<file path="src/rtl/reaction_sequencer.sv">
// Reaction-time game sequencer: random pre-go delay, 3-digit BCD millisecond score,
// high-score display window and foul handling for early presses.
module reaction_sequencer #(
    parameter int WAIT_MIN = 1000,
    parameter int SHOW_MS  = 3000,
    parameter int FOUL_MS  = 1000
) (
    input  logic       clk,
    input  logic       rst_n,
    input  logic       tick_1khz,
    input  logic       key_start,
    input  logic       key_react,
    output logic [3:0] out_state,
    output logic       led_go,
    output logic [3:0] score_a,
    output logic [3:0] score_b,
    output logic [3:0] score_c,
    output logic       score_valid,
    output logic       hs_en,
    output logic       foul
);

    typedef enum logic [3:0] {
        S_IDLE = 4'd0,
        S_WAIT = 4'd1,
        S_TIME = 4'd2,
        S_SHOW = 4'd3,
        S_FOUL = 4'd4
    } state_t;

    state_t      r_state;
    state_t      w_next;
    logic [15:0] r_lfsr;
    logic [15:0] w_lfsrNext;
    logic [15:0] r_cnt;
    logic [3:0]  r_ones;
    logic [3:0]  r_tens;
    logic [3:0]  r_hund;
    logic        r_valid;
    logic        w_cntDone;
    logic        w_scoreMax;
    logic        w_enterTime;
    logic        w_scoreInc;

    // Galois form of x^16+x^14+x^13+x^11+1; a nonzero seed keeps it off the all-zero lockup
    assign w_lfsrNext  = {1'b0, r_lfsr[15:1]} ^ (r_lfsr[0] ? 16'hB400 : 16'h0000);
    assign w_cntDone   = (r_cnt == 16'd1);
    assign w_scoreMax  = (r_ones == 4'd9) && (r_tens == 4'd9) && (r_hund == 4'd9);
    assign w_enterTime = (r_state == S_WAIT) && !key_react && tick_1khz && w_cntDone;
    assign w_scoreInc  = (r_state == S_TIME) && tick_1khz && !key_react && !w_scoreMax;

    always_ff @(posedge clk or negedge rst_n) begin
        if (!rst_n) begin
            r_state <= S_IDLE;
        end else begin
            r_state <= w_next;
        end
    end

    always_comb begin
        w_next = r_state;
        case (r_state)
            S_IDLE: if (key_start) w_next = S_WAIT;
            S_WAIT: begin
                if (key_react) begin
                    w_next = S_FOUL;
                end else if (tick_1khz && w_cntDone) begin
                    w_next = S_TIME;
                end
            end
            S_TIME: if (key_react) w_next = S_SHOW;
            S_SHOW: if (tick_1khz && w_cntDone) w_next = S_IDLE;
            S_FOUL: if (tick_1khz && w_cntDone) w_next = S_IDLE;
            default: w_next = S_IDLE;
        endcase
    end

    always_ff @(posedge clk or negedge rst_n) begin
        if (!rst_n) begin
            r_lfsr  <= 16'hACE1;
            r_cnt   <= 16'd0;
            r_valid <= 1'b0;
        end else begin
            r_lfsr  <= w_lfsrNext;
            r_valid <= (r_state == S_TIME) && key_react;
            case (r_state)
                S_IDLE: begin
                    if (key_start) r_cnt <= 16'(WAIT_MIN) + {5'd0, r_lfsr[10:0]};
                end
                S_WAIT: begin
                    if (key_react) begin
                        r_cnt <= 16'(FOUL_MS);
                    end else if (tick_1khz) begin
                        r_cnt <= r_cnt - 16'd1;
                    end
                end
                S_TIME: begin
                    if (key_react) r_cnt <= 16'(SHOW_MS);
                end
                S_SHOW, S_FOUL: begin
                    if (tick_1khz) r_cnt <= r_cnt - 16'd1;
                end
                default: r_cnt <= 16'd0;
            endcase
        end
    end

    // Score only moves while timing; a reaction in the same cycle as a tick freezes it first
    always_ff @(posedge clk or negedge rst_n) begin
        if (!rst_n) begin
            r_ones <= 4'd0;
            r_tens <= 4'd0;
            r_hund <= 4'd0;
        end else if (w_enterTime) begin
            r_ones <= 4'd0;
            r_tens <= 4'd0;
            r_hund <= 4'd0;
        end else if (w_scoreInc) begin
            if (r_ones == 4'd9) begin
                r_ones <= 4'd0;
                if (r_tens == 4'd9) begin
                    r_tens <= 4'd0;
                    r_hund <= r_hund + 4'd1;
                end else begin
                    r_tens <= r_tens + 4'd1;
                end
            end else begin
                r_ones <= r_ones + 4'd1;
            end
        end
    end

    always_comb begin
        out_state   = r_state;
        led_go      = (r_state == S_TIME);
        hs_en       = (r_state == S_SHOW);
        foul        = (r_state == S_FOUL);
        score_valid = r_valid;
        score_a     = r_ones;
        score_b     = r_tens;
        score_c     = r_hund;
    end

endmodule

</file>
<file path="config.mk">
export PLATFORM = sky130hd
export DESIGN_NAME = reaction_sequencer
export DESIGN_NICKNAME = d
export VERILOG_FILES = /design/src/rtl/reaction_sequencer.sv
export SDC_FILE = /design/constraint.sdc
export NUM_CORES = 1
export LEC_CHECK = 0
export CAP_MARGIN = 10
export CORE_MARGIN = 4
export CORE_UTILIZATION = 60
export CTS_CLUSTER_DIAMETER = 50
export DETAILED_ROUTE_END_ITERATION = 10
export PLACE_DENSITY_LB_ADDON = 0.25
export RECOVER_POWER = 50
export SLEW_MARGIN = 20
export SYNTH_ARGS = -nofsm -noshare
export SYNTH_HDL_FRONTEND = slang
export SYNTH_SLANG_ARGS = --single-unit
</file>
<file path="constraint.sdc">
create_clock -name clk -period 4.1 [get_ports clk]
set_clock_uncertainty 0.15 [all_clocks]
set_input_delay 0.82 -clock clk [delete_from_list [all_inputs] [get_ports clk]]
set_output_delay 0.82 -clock clk [all_outputs]
set_load 0.01 [all_outputs]
</file>
# == Word-level counts from Yosys, hierarchy flattened ==
# Index checks and enable logic that the tools add are counted.
# totals
out_inout_bits,20
reg_bits,49
elab_cells,69
# op_classes
reduce_logical,21
n_mux,23
add_sub_neg,5
bitwise_logic,1
n_eq_ne,12
# op_table
operator,count
two-way mux 16 bit,5
two-way mux 4 bit,16
one-hot mux 16 bit (4 select lines),1
"equality test 16 x 1 -> 1 bit, second input constant",1
one-hot mux 4 bit (4 select lines),1
"subtractor 16 x 1 -> 16 bit, second input constant",1
XOR 15 x 16 -> 16 bit,1
"adder 10 x 11 -> 12 bit, first input constant",1
"adder 4 x 1 -> 4 bit, second input constant",3
"equality test 4 bit, second input constant",3
logical AND 1 bit,10
"equality test 4 x 2 -> 1 bit, second input constant",2
nonzero test 2 bit,3
"equality test 4 x 1 -> 1 bit, second input constant",1
"equality test 4 x 3 -> 1 bit, second input constant",1
logical NOT 4 bit,1
"!= test 2 bit, second input constant",2
AND reduction 2 bit,2
AND reduction 4 bit,1
"!= test 3 x 2 -> 1 bit, second input constant",1
AND reduction 3 bit,1
logical NOT 1 bit,2
"!= test 2 x 1 -> 1 bit, second input constant",1
OR reduction 2 bit,1

# == Longest topological paths before layout ==
# Gate-level depths: netlist (run 1).
# depth
word_depth,7
depth_mapped,8

# == Worst setup path before layout (run 1) ==
# Ideal clock, no wire load.
# synth_timing
path_type,input-to-reg
from,input tick_1khz
to,register r_cnt[13]
n_path_buf,1
setup_slack_ns,1.708
stages,6
required_ns,3.817
t_arrival_ns,2.109
cell_sequence,buf_2 nor3b_1 nand2_1 or3_4 o311ai_2 o31ai_1
# synth_via
elab_chain_cells,3
# synth_rtl
item,line_no,rtl
start: declaration,10,"input logic tick_1khz,"
two-way mux 16 bit *,-,
two-way mux 16 bit,-,
one-hot mux 16 bit (4 select lines) *,-,
end signal: assignment,88,"if (key_start) r_cnt <= 16'(WAIT_MIN) + {5'd0, r_lfsr[10:0]};"
end signal: assignment,92,r_cnt <= 16'(FOUL_MS);
end signal: assignment,94,r_cnt <= r_cnt - 16'd1;
end: declaration,35,logic [15:0] r_cnt;
# Every way passes the cells marked *; elsewhere a longest branch is shown, timed or not.
# A chain may end at the register's enable or synchronous reset.

# == Final worst setup path (run 1) ==
# layout_timing
from,"register r_state[0], in the netlist out_state[0]"
to,output hs_en
# layout_via
elab_chain_cells,1
# layout_rtl
item,line_no,rtl
start: declaration,31,state_t r_state;
start signal: assignment,56,r_state <= w_next;
equality test 4 x 2 -> 1 bit,136,hs_en = (r_state == S_SHOW);
end: declaration,19,"output logic hs_en,"
# No other way between the ends.

==> impl_metrics.tcl, run 1 <==
set metrics [dict create \
    track_usage 0.233 \
    routed.top_layer "met4" \
    hpwl_um 4250 \
    vias_per_cell 6.46 \
    cts_hold_buf 0 \
    die_x_um 74.3 \
    critPathTopFamily "flip-flops" \
    ys_types 57 \
    fin_crit_ns 3.10 \
    seqCellArea_um2 1210 \
    timing.fmax_mhz 323 \
    drc 0 \
    startpoint "out_state[0]$_DFFE_PN0P_" \
    ir_drop_uv 241 \
    hold_violations 0 \
    most-common-layout-cells "40 x dfrtp_1, 28 x nor2_1, 22 x o21ai_0, 22 x clkdlybuf4s50_1" \
    cp-endpoint "hs_en" \
    crit_type "reg -> out" \
    design_area_um2 2950 \
    fin_crit_sh 0.755 \
    grt_max_degree 49 \
    crit_chain "nor2b_1 > and2_1 > clkdlybuf4s50_1" \
    required_ns 3.13 \
    crit_cells 3 \
    rows 23 \
    cp_slowest_stage_delay_ns 0.66 \
    path_buf_inv 1 \
    die_area_um2 5510 \
    cts_tree "yes" \
    end_kind "output pin" \
    slew_viol_final 49 \
    setup_viol 0 \
    yosysWarnings 0 \
    syn_area_um2 2630 \
    n_fill_cell 325 \
    cts_setup_buffers 0 \
    start_util 0.640 \
    post_cts_resized 0 \
    status "finished, violations left" \
    grt_pass1_vias 2122 \
    io_buffers 23 \
    place.gp.congestion 1.01 \
    power.density_nw_per_um2 497 \
    wl_met2_um 2830 \
    rrSetupSlack_ns 1.62 \
    m1WireLength_um 2660 \
    first_pass_iters 5 \
    r2r_start "out_state[0]$_DFFE_PN0P_" \
    critical_path_arrival_ns 2.13 \
    cts_max_level 2 \
    grt_overflow_total 0 \
    cts_max_path_buffers 2 \
    vias 2260 \
    syn_area_per_cell_um2 9.34 \
    coreArea_um2 4120 \
    mostFrequentLayoutCell "dfrtp_1" \
    diodes 0 \
    multi_input_area_um2 1310 \
    synth_edf_count 0 \
    failed_checks "capacitance limit, slew limit" \
    clock-root-buffer "clkbuf_8" \
    r2r-end "score_c[1]$_DFFE_PN0P_" \
    drive_gt1_frac 0.0533 \
    cpMaxStageDelayCell "dfrtp_1" \
    rr_worst_depth 4 \
    antenna_found_initial 0 \
    hp-class "reg -> reg" \
    dp_cells 342 \
    wl_um 6030 \
    ant_nets 0 \
    fp.dieH_um 74.3 \
    dpl-instance-area_um2 2860 \
    ios 25 \
    max_cap_viol_count 1 \
    synth-async-reset-ratio 1.00 \
    ys.flop_type "dfrtp_1" \
    syn_nets 296 \
    clock_latency_ns 0.30 \
    areaGrowthSynthToFinish_pct 12.1 \
    clk_pin_slew_ns 0.08 \
    cp-start-kind "flop" \
    critPathMaxFanout 18 \
    worst_pin_slew_ns 2.45 \
    whs_ns 0.212 \
    cts.sinks 48 \
    final_cells 350 \
    cts_made_buffers 5 \
    worst_slack_ns 1.00 \
    setup_tns_ns 0 \
    final_nets 313 \
    grt_pass1_wl_um 9900 \
    routed-wl-met3_um 376 \
    dr.first_iter.drc_count 302 \
    seq_area_frac_synth 0.460 \
    cellLeakagePower_nw 1.29 \
    place_ws_ns 0.926 \
    rsz0062_at_grt "false" \
    synthesis.instances 282 \
    wire_per_inst_um 17.2 \
    ys_seq_elements 48 \
    relSlewSlack -0.633 \
]
Yosys cell counts (2+ instances only):
cell type	n	area [um2]
clkbuf_1	7	26.3
mux2i_1	2	20.0
nand3_1	9	45.0
o31ai_1	3	22.5
nor2_1	28	105
a221o_1	2	20.0
a31oi_1	2	12.5
and3_1	3	18.8
xor2_1	8	70.1
a22o_1	3	26.3
o21ai_0	22	110
ha_1	9	113
a22oi_1	3	22.5
or3_1	5	31.3
nand2_1	20	75.1
inv_1	13	48.8
nor4_1	2	12.5
and2_1	3	18.8
or3_4	2	22.5
dfrtp_1	40	1000
o41ai_1	2	17.5
nand4_1	2	12.5
buf_2	2	10.0
a21o_1	3	22.5
nand2b_1	2	12.5
buf_1	2	7.51
nor3b_1	3	22.5
and3b_1	2	17.5
nor3_1	20	100
dfstp_2	8	210
o311ai_0	3	26.3
xnor2_1	4	35.0
a21oi_1	17	85.1
nor2b_1	2	12.5
o221ai_1	2	17.5
where the power goes:
group | internal, W | switching [W] | total [W]
logic | 0.000211 | 0.000348 | 0.000558
clock network | 0.000137 | 0.000151 | 0.000288
registers | 0.000532 | 0.0000880 | 0.000620
total | 0.000880 | 0.000587 | 0.00147
flip-flops by register name (all words and copies together) (netlist names):
name,count
score_b,4
out_state,3
r_lfsr,16
r_cnt,16
score_valid,1
score_c,4
score_a,4
stage by stage:
stage | power (W) | util
6_report | 0.00147 | 0.717
5_1_grt | 0.00157 | 0.717
4_1_cts | 0.00146 | 0.718
3_5_place_dp | 0.00117 | 0.695
3_3_place_gp | 0.00115 | 0.695
2_1_floorplan | 0.00101 | -
worst min-delay path by stage:
stage | cells after the start | to | slack [ns] | start
2_1_floorplan | 0 | r_lfsr[11]$_DFF_PN1_ | 0.18 | r_lfsr[12]$_DFF_PN0_
3_3_place_gp | 0 | r_lfsr[11]$_DFF_PN1_ | 0.19 | r_lfsr[12]$_DFF_PN0_
3_5_place_dp | 0 | r_lfsr[11]$_DFF_PN1_ | 0.20 | r_lfsr[12]$_DFF_PN0_
4_1_cts | 0 | r_lfsr[11]$_DFF_PN1_ | 0.22 | r_lfsr[12]$_DFF_PN0_
5_1_grt | 0 | r_lfsr[11]$_DFF_PN1_ | 0.23 | r_lfsr[12]$_DFF_PN0_
6_report | 0 | r_lfsr[11]$_DFF_PN1_ | 0.21 | r_lfsr[12]$_DFF_PN0_
metal layers:
layer | up-vias | global-route usage
met1 | 1082 | 0.313
met2 | 101 | 0.374
li1 | 1052 | -
met4 | 0 | 0.0830
met3 | 25 | 0.0514
met5 | - | 0
cell families after synthesis:
group	count (synthesis)	synth area share
simple gates	109	0.217
compound gates	75	0.190
flops	48	0.460
buf+inv	26	0.0423
xor+xnor	12	0.0399
fa+ha+maj	9	0.0428
mux	2	0.00760
other cells	1	0.00142
cell type report:
| class | count | area share |
|---|---|---|
| clock inverter | 1 | 0.00254 |
| timing repair buffer | 23 | 0.0759 |
| clock buffer | 7 | 0.0292 |
| inverter | 13 | 0.0165 |
| multi-input combinational | 208 | 0.444 |
| tap | 50 | 0.0212 |
| sequential | 48 | 0.410 |
No activity file was read; power rests on OpenSTA's default activity.
==> run 2: changes to the inputs <==
Settings changed: CORE_UTILIZATION 60 to 51.
Clock period 4.1 ns to 2.5 ns, I/O delays scaled along.
==> impl_metrics.tcl, run 2 (synthesis gave the netlist of run 1 again) <==
set metrics [dict create \
    status "completed" \
    track_usage 0.209 \
    setup_tns_ns 0 \
    diodes 0 \
    fin_crit_ns 2.37 \
    min_from "r_lfsr[12]$_DFF_PN0_" \
    post_cts_resized 0 \
    clock-root-buffer "clkbuf_8" \
    rsz0062_at_grt "false" \
    reg_top3 "r_cnt: 16 flops, r_lfsr: 16 flops" \
    cts_max_level 2 \
    rows 25 \
    start_util 0.543 \
    power.density_nw_per_um2 819 \
    r2r_start "r_cnt[4]$_DFFE_PN0P_" \
    clock_latency_ns 0.31 \
    vias 2278 \
    hold_end "r_lfsr[11]$_DFF_PN1_" \
    grt_max_degree 26 \
    hold_violations 0 \
    p_comb_frac 0.421 \
    power_frac_clock 0.194 \
    critPathTopFamily "buffers and inverters" \
    hpwl_um 4500 \
    ios 25 \
    cts_made_buffers 5 \
    vias_per_cell 5.93 \
    whs_ns 0.239 \
    cts_hold_buf 0 \
    grt_pass1_wl_um 10400 \
    required_ns 1.85 \
    cts_tree "yes" \
    grt_pass1_vias 2123 \
    crit_chain "buf_4 > nor2b_1 > and2_1 > clkdlybuf4s50_1" \
    utilization 0.640 \
    fin_crit_sh 0.949 \
    path_buf_inv 2 \
    clk_pin_slew_ns 0.09 \
    setup_viol 0 \
    max_cap_viol_count 0 \
    die_x_um 79.9 \
    critPathMaxFanout 17 \
    place.gp.congestion 0.911 \
    io_buffers 23 \
    mostFrequentLayoutCell "dfrtp_1" \
    first_pass_iters 4 \
    fp.dieH_um 79.9 \
    cts_setup_buffers 0 \
    rrSetupSlack_ns 0.21 \
    drive_gt1_frac 0.114 \
    power_w 0.00254 \
    critical_path_arrival_ns 1.72 \
    power.switching_w 0.000996 \
    cts_max_path_buffers 2 \
    ir_drop_uv 550 \
    cp_slowest_stage_delay_ns 0.53 \
    areaGrowthSynthToFinish_pct 17.9 \
    ant_nets 0 \
    r2r-end "r_cnt[13]$_DFFE_PN0P_" \
    wl_um 6110 \
    rr_worst_depth 5 \
    startpoint "out_state[0]$_DFFE_PN0P_" \
    timing.fmax_mhz 422 \
    hold_depth 0 \
    cpMaxStageDelayCell "clkdlybuf4s50_1" \
    p_int_w 0.00155 \
    final_nets 330 \
    cp-start-kind "flop" \
    cts.sinks 48 \
    sw_frac_of_total 0.392 \
    slew_viol_final 0 \
    relSlewSlack 0.131 \
    final_cells 384 \
    dr.first_iter.drc_count 174 \
    n_fill_cell 431 \
    crit_type "reg -> out" \
    most-common-layout-cells "40 x dfrtp_1, 27 x nor2_1, 22 x o21ai_0, 22 x clkdlybuf4s50_1" \
    die_area_um2 6380 \
    p_seq_frac 0.385 \
    grt_overflow_total 0 \
    end_kind "output pin" \
    antenna_found_initial 0 \
    coreArea_um2 4850 \
    wire_per_inst_um 15.9 \
    worst_pin_slew_ns 1.30 \
    cellLeakagePower_nw 1.37 \
    dp_cells 376 \
    hp-class "reg -> reg" \
    drc 0 \
]
## run 2: worst max path at each step
stage	to	slack (ns)	depth (start not counted)
finish	hs_en	0.13	4
floorplan	r_cnt[13]$_DFFE_PN0P_	0.43	6
global placement	r_cnt[13]$_DFFE_PN0P_	0.11	6
CTS	foul	0.03	4
detailed placement	r_cnt[13]$_DFFE_PN0P_	0.04	6
global route	hs_en	0.03	4
## run 2: routing by layer
layer / track usage / up-vias / share of wire
li1: - / 1089 / -
met1: 0.294 / 1107 / 0.47
met2: 0.323 / 69 / 0.46
met3: 0.0372 / 13 / 0.053
met4: 0.0760 / 0 / 0.019
met5: 0 / - / 0
## run 2: metrics by stage
stage          cell area [um2]  setup WS (ns)
2_1_floorplan             2630          0.428
6_report                  3100          0.128
4_1_cts                   3120         0.0327
3_3_place_gp              3020          0.108
5_1_grt                   3100         0.0331
3_5_place_dp              3020         0.0353
## run 2: power groups by stage
stage | sequential, W | clock [W] | combinational (W)
5_1_grt | 0.000988 | 0.000543 | 0.00119
4_1_cts | 0.000972 | 0.000508 | 0.00106
2_1_floorplan | 0.000960 | 0 | 0.000701
6_report | 0.000978 | 0.000494 | 0.00107
3_3_place_gp | 0.000979 | 0 | 0.00104
3_5_place_dp | 0.000982 | 0 | 0.00105
## run 2: worst reg2reg max path, cell delays in order, from the launching register on
cell and delay (ns):
dfrtp_1 0.45, or3_1 0.48, or2_1 0.31, or3_4 0.41
o311ai_2 0.27, o31ai_1 0.10
## run 2: area by class of cell
cell class,count,area (um2),area share
multi-input combinational,208,1310,0.423
sequential,48,1210,0.390
timing repair buffer,40,349,0.112
tap,67,83.8,0.0270
clock buffer,6,82.6,0.0266
inverter,13,48.8,0.0157
clock inverter,2,15.0,0.00484
